## src/rtl/pwm.sv

```systemverilog
`default_nettype none
// ============================================================================
// Module      : pwm
// Description : Single-channel counter-based PWM with R-bit duty resolution.
//               A free-running R-bit counter sets a period of 2^R clocks. The
//               duty setting is shadowed once per period, at the last count,
//               so a change never truncates or stretches the period in
//               progress. The output is a registered unsigned compare
//               (cnt < duty_q), so 100% duty cannot be represented.
// Revision    : 1.0 - initial release
// ============================================================================
module pwm #(
    parameter int unsigned R = 8
) (
    input  logic         clk,
    input  logic         rst_n,
    input  logic [R-1:0] duty,
    output logic         pwm_out
);

    // Counter and duty width must stay within the supported range.
    if ((R < 2) || (R > 16)) begin : g_r_range_check
        $error("pwm: R must be in the range 2..16");
    end

    localparam logic [R-1:0] CNT_ONE  = {{(R-1){1'b0}}, 1'b1};
    localparam logic [R-1:0] CNT_LAST = {R{1'b1}};

    logic [R-1:0] cnt_q;
    logic [R-1:0] cnt_d;
    logic [R-1:0] duty_q;
    logic [R-1:0] duty_d;
    logic         pwm_q;
    logic         pwm_d;
    logic         last_cycle;

    // Next-state logic: free-running wrap, end-of-period duty load, compare.
    always_comb begin
        last_cycle = (cnt_q == CNT_LAST);
        // Natural R-bit overflow gives the wrap from 2^R-1 to 0 with no idle cycle.
        cnt_d      = cnt_q + CNT_ONE;
        // The shadow only follows the input on the last count of a period, so
        // activity on duty at any other time cannot reach the output.
        duty_d     = last_cycle ? duty : duty_q;
        // Registered compare: the output lags the counter by one cycle.
        pwm_d      = (cnt_q < duty_q);
    end

    // State registers; reset clears everything without waiting for a clock.
    always_ff @(posedge clk or negedge rst_n) begin
        if (!rst_n) begin
            cnt_q  <= '0;
            duty_q <= '0;
            pwm_q  <= 1'b0;
        end else begin
            cnt_q  <= cnt_d;
            duty_q <= duty_d;
            pwm_q  <= pwm_d;
        end
    end

    assign pwm_out = pwm_q;

endmodule
`default_nettype wire

```

## config.mk

```make
export PLATFORM = sky130hd
export DESIGN_NAME = pwm
export DESIGN_NICKNAME = d
export VERILOG_FILES = /design/src/rtl/pwm.sv
export SDC_FILE = /design/constraint.sdc
export NUM_CORES = 1
export LEC_CHECK = 0
export ABC_AREA = 1
export CORE_ASPECT_RATIO = 1.25
export CORE_MARGIN = 2
export CORE_UTILIZATION = 45
export DETAILED_ROUTE_END_ITERATION = 8
export GPL_TIMING_DRIVEN = 1
export PLACE_DENSITY = 0.69
export SLEW_MARGIN = 10
export SYNTH_ARGS = -nofsm -noshare
export SYNTH_HDL_FRONTEND = slang
export SYNTH_SLANG_ARGS = --single-unit
```

## constraint.sdc

```tcl
create_clock -name clk -period 1.34 [get_ports clk]
set_input_delay 0.402 -clock clk [delete_from_list [all_inputs] [get_ports clk]]
set_output_delay 0.402 -clock clk [all_outputs]
set_load 0.01 [all_outputs]
```

==> results.py, run 1 <==
metrics = {
    "yosys": {
        "async_flop_share_pct": 100,
        "ys_types": 17,
        "synth_flop_cell": "dfrtp_1",
        "yosys.area.top_type_share_pct": 47.8,
        "avgSynthCellArea_um2": 9.88,
        "netlist_area_um2": 890,
        "synth_largest_area_cell": "dfrtp_1",
        "synth_edf_count": 0,
        "synth-seq-cells": 17,
        "postSynthCellCount": 90,
        "seq_area_frac_synth_pct": 47.8,
        "synth_most_common_cell": "inv_1",
        "synthTopCellsByArea": "dfrtp_1, ha_1, inv_1",
        "ys_warn_count": 0,
        "synthTopCellsByCount": "inv_1, dfrtp_1, nand2_1",
        "synth_nets": 108,
    },
    "global_routing": {
        "grt_first_pass_wirelength_mm": 2.60,
        "grt_pass1_vias": 590,
        "grt_use_total_pct": 15.0,
        "antenna_found_initial": 0,
        "grt_max_degree": 18,
        "grt_overflow": 0,
    },
    "cts": {
        "clock_sinks": 17,
        "cts_buffers": 3,
        "cts_buffer_depth": 2,
        "cts_tree": "yes",
        "clk_latency_ns": 0.29,
        "h-tree-depth": 1,
        "ctsHoldBuffers": 0,
        "cts_root_buffer": "clkbuf_4",
        "clk_pin_slew_ns": 0.10,
    },
    "worst_setup_path": {
        "reg2reg_slack_ns": 0.04,
        "cp-start-kind": "flop",
        "rr_worst_depth": 6,
        "reg2reg_to": "duty_q[5]",
        "cp-endpoint": "duty_q[5]",
        "critPathMaxFanout": 8,
        "cp.arrival_ns": 1.50,
        "slowest_delay_ns": 0.43,
        "critPathSlowestCell": "dfrtp_1",
        "crit_required_ns": 1.54,
        "cp-startpoint": "cnt_q[1]",
        "rr_startpoint": "cnt_q[1]",
        "crit_type": "flop to flop",
        "cp-end-kind": "flop",
        "cpMostUsedCell": "nand3_4",
        "path_cells": "ha_4 -> nand3_4 -> nor2_4 -> nand3_4 -> nand2_2 -> o21ai_2",
    },
    "cells_and_area": {
        "nNetsFinal": 130,
        "n_fill_cell": 146,
        "antenna_cells": 0,
        "syn2layout_area_growth_pct": 30.7,
        "seq_area_um2": 428,
        "drive_gt1_share_pct": 33.3,
        "design_area_mm2": 0.00116,
        "final_cells": 131,
        "multi_input_area_um2": 455,
    },
    "detailed_routing": {
        "postRouteAntennaNets": 0,
        "drc_errors": 0,
        "routed_wl_mm": 1.52,
        "routed_via_density": 4.80,
        "vias": 629,
        "drtPass1Iterations": 4,
        "first_iter_violations": 4,
        "wl_per_cell_um": 11.6,
    },
    "timing": {
        "fin_skew_ns": 0.00168,
        "tightest_slew_ns": 0.230,
        "setup_ws_ns": 0.0371,
        "hold_viol": 0,
        "final.period_utilization_pct": 97.2,
        "fmax_mhz": 768,
        "relSlewSlack_pct": 84.5,
        "slew_viol_final": 0,
        "finalSetupTns_ns": 0,
        "rsz0062_at_grt": "yes",
        "period_needed_ns": 1.30,
        "finalSetupViolCount": 0,
    },
    "pwr": {
        "power_uw": 844,
        "power.density_mw_per_mm2": 726,
        "p_leak_nw": 0.634,
        "ir_drop_uv": 586,
    },
    "placed_design": {
        "place_inst": 123,
        "io_buffers": 10,
        "gp_congestion": 0.686,
        "postPlaceCellArea_mm2": 0.00103,
        "pre_cts_ws_ns": 0.0102,
        "hpwl_mm": 1.05,
    },
    "floorplanning": {
        "rows": 18,
        "initial_core_util_pct": 46.5,
        "die_width_um": 43.8,
        "die_h_um": 53.7,
        "io_pins": 11,
        "dieArea_mm2": 0.00235,
        "core-area_mm2": 0.00191,
    },
    "hold_path": {
        "hold_class": "primary input to asynchronous set/reset pin",
    },
    "run": {
        "drv_cap": 0,
    },
    "outcome": {
        "status": "completed",
    },
}
==> metrics by stage <==
stage                     util, %  hold slack [ns]
after floorplan                 -            0.106
after global placement       54.0            0.455
after detailed placement     54.0            0.467
after CTS                    56.3            0.422
after global routing         60.7            0.456
final                        60.7            0.414
==> where the power goes <==
| group | switching (mW) | internal (mW) | total, mW | leakage (nW) |
|---|---|---|---|---|
| clock network | 0.171 | 0.116 | 0.287 | 0.0150 |
| registers | 0 | 0.513 | 0.513 | 0.173 |
| logic | 0.0177 | 0.0261 | 0.0438 | 0.447 |
==> cells by family (layout without fill, tap and decap cells) <==
| family | count (synthesis) | count (layout) | share of synthesized area [%] |
|---|---|---|---|
| flip-flops | 17 | 17 | 47.8 |
| adder cells (fa/ha/maj) | 8 | 8 | 11.3 |
| AND/OR/NAND/NOR | 26 | 27 | 15.0 |
| XOR/XNOR | 6 | 6 | 5.91 |
| buffers and inverters | 20 | 40 | 9.28 |
| AO/OA/AOI/OAI | 13 | 13 | 10.7 |
==> placed cells by master, fill, tap and decap left out, drive strengths merged <==
cell / netlist / final
inv: 19 / 19
ha: 8 / 8
clkbuf: 0 / 4
nand2: 19 / 19
nor2: 3 / 3
a21oi: 4 / 4
nand4: 1 / 1
nand3: 3 / 4
clkdlybuf4s50: 0 / 9
dfrtp: 17 / 17
buf: 1 / 7
xor2: 3 / 3
clkdlybuf4s15: 0 / 1
o21ai: 9 / 9
xnor2: 3 / 3
==> worst max-delay path, delay by kind of cell, from the launching register on <==
family / cells / cell delay, ns
flops: 1 / 0.43
simple gates: 4 / 0.56
compound gates: 1 / 0.05
fa+ha+maj: 1 / 0.17
==> metal layers <==
layer  wire [um]  share of wire [%]  GRT usage, %  vias to the layer above
li1            -                  -             -                      322
met1         662                 43          19.7                      293
met2         792                 52          24.3                        9
met3          33                2.2          2.01                        5
met4          34                2.2          7.58                        0
met5           0                  0             0                        -
==> how the worst min path moves through the flow <==
| stage | startpoint | endpoint | slack (ns) |
|---|---|---|---|
| 2_1_floorplan | rst_n | cnt_q[0] | 0.11 |
| 3_3_place_gp | cnt_q[0] | cnt_q[0] | 0.46 |
| 3_5_place_dp | cnt_q[0] | cnt_q[0] | 0.47 |
| 4_1_cts | rst_n | duty_q[3] | 0.42 |
| 5_1_grt | rst_n | cnt_q[5] | 0.46 |
| 6_report | rst_n | duty_q[6] | 0.41 |
==> timing repair <==
item	in CTS	in global routing
hold endpoints to repair	0	0
cloned	1	0
buffers inserted	0	3
pin swaps	1	11
resized for setup	3	16
endpoints found under the setup margin	5	9
==> flip-flops by register name, summed over array words and instances, names as in the netlist <==
register	cells
pwm_out	1
cnt_q	8
duty_q	8
==> area by class of cell <==
| class | count | area share, % |
|---|---|---|
| repair buffers | 17 | 13.5 |
| well taps | 20 | 2.15 |
| multi-input cells | 54 | 39.2 |
| inverters | 19 | 6.14 |
| flip-flops and latches | 17 | 36.8 |
| clock buffers | 4 | 2.26 |
Power figures use the tool's default switching activity.
==> run 2: changes to the inputs <==
--- a/config.mk
+++ b/config.mk
@@ -5,13 +5,13 @@
 export SDC_FILE = /design/constraint.sdc
 export NUM_CORES = 1
 export LEC_CHECK = 0
-export ABC_AREA = 1
+export CAP_MARGIN = 40
 export CORE_ASPECT_RATIO = 1.25
 export CORE_MARGIN = 2
 export CORE_UTILIZATION = 45
 export DETAILED_ROUTE_END_ITERATION = 8
 export GPL_TIMING_DRIVEN = 1
-export PLACE_DENSITY = 0.69
+export PLACE_DENSITY = 0.7
 export SLEW_MARGIN = 10
 export SYNTH_ARGS = -nofsm -noshare
 export SYNTH_HDL_FRONTEND = slang
==> run 2 against run 1 <==
Critical path depth down 2. Wire length down 5.7%. Setup slack worse by 0.010 ns. Register-to-register slack about the same. Design area down 5.0%. Non-clock buffer count up 1. Sequential share of layout area up 1.8 points. Total power down 3.1%.
==> results.py, run 2 <==
metrics = {
    "worst_setup_path": {
        "critPathMaxFanout": 8,
        "path_depth": 4,
        "critPathSlowestCell": "dfrtp_1",
        "crit_required_ns": 1.51,
        "cp-start-kind": "flop",
        "cp.arrival_ns": 1.49,
        "rr_worst_depth": 4,
        "path_buf_inv": 0,
        "crit_type": "flop to flop",
        "cp-end-kind": "flop",
        "slowest_delay_ns": 0.40,
        "path_cells": "ha_4 -> nand3_4 -> nor2_8 -> mux2_4",
        "path_delay_family": "flip-flops",
    },
    "yosys": {
        "synth_nets": 87,
        "ys_types": 17,
        "async_flop_share_pct": 100,
        "netlist_area_um2": 873,
        "postSynthCellCount": 69,
        "synthTopCellsByArea": "dfrtp_1, mux2_4, ha_1",
        "synth_largest_area_cell": "dfrtp_1",
        "yosys.area.top_type_share_pct": 48.7,
        "seq_area_frac_synth_pct": 48.7,
        "avgSynthCellArea_um2": 12.7,
        "ys_warn_count": 0,
        "synth_edf_count": 0,
        "synthTopCellsByCount": "dfrtp_1, ha_1, inv_1, mux2_4, nand3_1",
        "synth-seq-cells": 17,
        "synth_most_common_cell": "dfrtp_1",
        "synth_flop_cell": "dfrtp_1",
    },
    "floorplanning": {
        "dieArea_mm2": 0.00231,
        "initial_core_util_pct": 48.3,
        "die_width_um": 43.4,
        "io_pins": 11,
        "die_h_um": 53.3,
        "rows": 17,
        "core-area_mm2": 0.00181,
    },
    "detailed_routing": {
        "vias": 549,
        "drtPass1Iterations": 2,
        "drc_errors": 0,
        "routed_wl_mm": 1.44,
        "postRouteAntennaNets": 0,
        "wl_per_cell_um": 13.1,
        "routed_via_density": 4.99,
        "first_iter_violations": 10,
    },
    "cts": {
        "clk_latency_ns": 0.28,
        "h-tree-depth": 1,
        "cts_buffers": 3,
        "cts_buffer_depth": 2,
        "clk_pin_slew_ns": 0.10,
        "cts_tree": "yes",
        "cts_root_buffer": "clkbuf_4",
        "clock_sinks": 17,
    },
    "timing": {
        "final.period_utilization_pct": 98.0,
        "rsz0062_at_grt": "yes",
        "hold_viol": 0,
        "period_needed_ns": 1.31,
        "whs_ns": 0.433,
        "relSlewSlack_pct": 84.8,
        "finalSetupViolCount": 0,
        "finalSetupTns_ns": 0,
        "tightest_slew_ns": 0.228,
        "slew_viol_final": 0,
        "fin_skew_ns": 0.00358,
        "fmax_mhz": 761,
    },
    "cells_and_area": {
        "layout_common_cells": "dfrtp_1, clkdlybuf4s50_1, inv_1, mux2_4, buf_4",
        "n_fill_cell": 149,
        "antenna_cells": 0,
        "nNetsFinal": 110,
        "drive_gt1_share_pct": 27.5,
        "syn2layout_area_growth_pct": 26.5,
        "final_common_cell": "dfrtp_1",
    },
    "run": {
        "drv_cap": 0,
    },
    "pwr": {
        "p_leak_nw": 0.525,
        "power_uw": 818,
        "power.density_mw_per_mm2": 740,
        "ir_drop_uv": 609,
    },
    "placed_design": {
        "io_buffers": 10,
        "gp_congestion": 0.744,
        "hpwl_mm": 1.11,
    },
    "global_routing": {
        "grt_pass1_vias": 579,
        "grt_max_degree": 18,
        "grt_first_pass_wirelength_mm": 2.50,
        "antenna_found_initial": 0,
        "grt_overflow": 0,
        "grt_use_total_pct": 14.9,
    },
    "outcome": {
        "status": "completed",
    },
    "hold_path": {
        "hold_class": "primary input to asynchronous set/reset pin",
    },
}
[run 2: cell types whose count changed in the layout (fill, tap and decap cells not counted), sizes merged]
cell / previous run / this run
o21ai: 9 / 1
inv: 19 / 8
mux2: 0 / 8
nor2: 3 / 4
nor2b: 0 / 1
and3: 0 / 1
nand2: 19 / 3
buf: 7 / 8
nand3: 4 / 6
o211ai: 0 / 1
[run 2: kinds of logic after synthesis]
kind of cell	count (synthesis)	synth area share [%]
compound gates	6	3.72
xor+xnor	6	6.02
fa+ha+maj	8	11.5
buf+inv	8	3.44
flops	17	48.7
mux	8	13.8
simple gates	16	12.9
[run 2: power breakdown]
group	switching (mW)	internal, mW	leakage, nW
clock network	0.151	0.115	0.0150
registers	0	0.513	0.223
logic	0.0134	0.0251	0.287
[run 2: cell type report]
type,instances,area (um2),area share [%]
Tap cell,19,23.8,2.15
Clock buffer,4,26.3,2.38
Multi-Input combinational cell,44,438,39.6
Sequential cell,17,427,38.6
Timing Repair Buffer,18,160,14.5
Inverter,8,30.0,2.72
[run 2: per-stage QoR]
| step | area [um2] | utilization [%] | std cells | setup slack [ns] |
|---|---|---|---|---|
| 2_1_floorplan | 886 | - | 69 | 0.0307 |
| 3_5_place_dp | 1060 | 58.8 | 105 | 0.000913 |
| 3_3_place_gp | 1060 | 58.8 | 105 | 0.0354 |
| 5_1_grt | 1100 | 61.1 | 110 | -0.0206 |
| 6_report | 1100 | 61.1 | 110 | 0.0267 |
| 4_1_cts | 1090 | 60.3 | 109 | 0.0136 |
[run 2: path summary, 6_finish.rpt]
| kind | start | endpoint | slack (ns) |
|---|---|---|---|
| worst max register to register | cnt_q[0] | duty_q[7] | 0.03 |
| worst min register to register | duty_q[7] | duty_q[7] | 0.53 |
| worst max-delay path | cnt_q[0] | duty_q[7] | 0.03 |
| min in group clk | duty_q[7] | duty_q[7] | 0.53 |
| worst min-delay path | rst_n | cnt_q[7] | 0.43 |
| max in group asynchronous | rst_n | cnt_q[5] | 0.70 |
[run 2: timing repair]
| action | 4_1_cts | 5_1_grt |
|---|---|---|
| buffers inserted | 0 | 1 |
| endpoints found under the hold margin | 0 | 0 |
| pin swaps | 1 | 2 |
| cloned | 0 | 0 |
| hold buffers | 0 | 0 |
| endpoints found under the setup margin | 9 | 9 |
| resized for setup | 3 | 1 |
[run 2: routing by layer]
| metal | up-vias | part of all wire (%) | global-route usage [%] |
|---|---|---|---|
| met5 | - | 0 | 0 |
| met4 | 0 | 0.42 | 6.06 |
| met3 | 2 | 3.0 | 2.05 |
| met2 | 7 | 52 | 26.1 |
| met1 | 262 | 44 | 18.2 |
| li1 | 278 | - | - |
==> run 3: changes to the inputs <==
--- a/config.mk
+++ b/config.mk
@@ -5,6 +5,7 @@
 export SDC_FILE = /design/constraint.sdc
 export NUM_CORES = 1
 export LEC_CHECK = 0
+export ABC_CLOCK_PERIOD_IN_PS = 1340
 export CAP_MARGIN = 40
 export CORE_ASPECT_RATIO = 1.25
 export CORE_MARGIN = 2
==> results of run 3 <==
The final DEF is identical to that of run 2; final timing and power are the same.
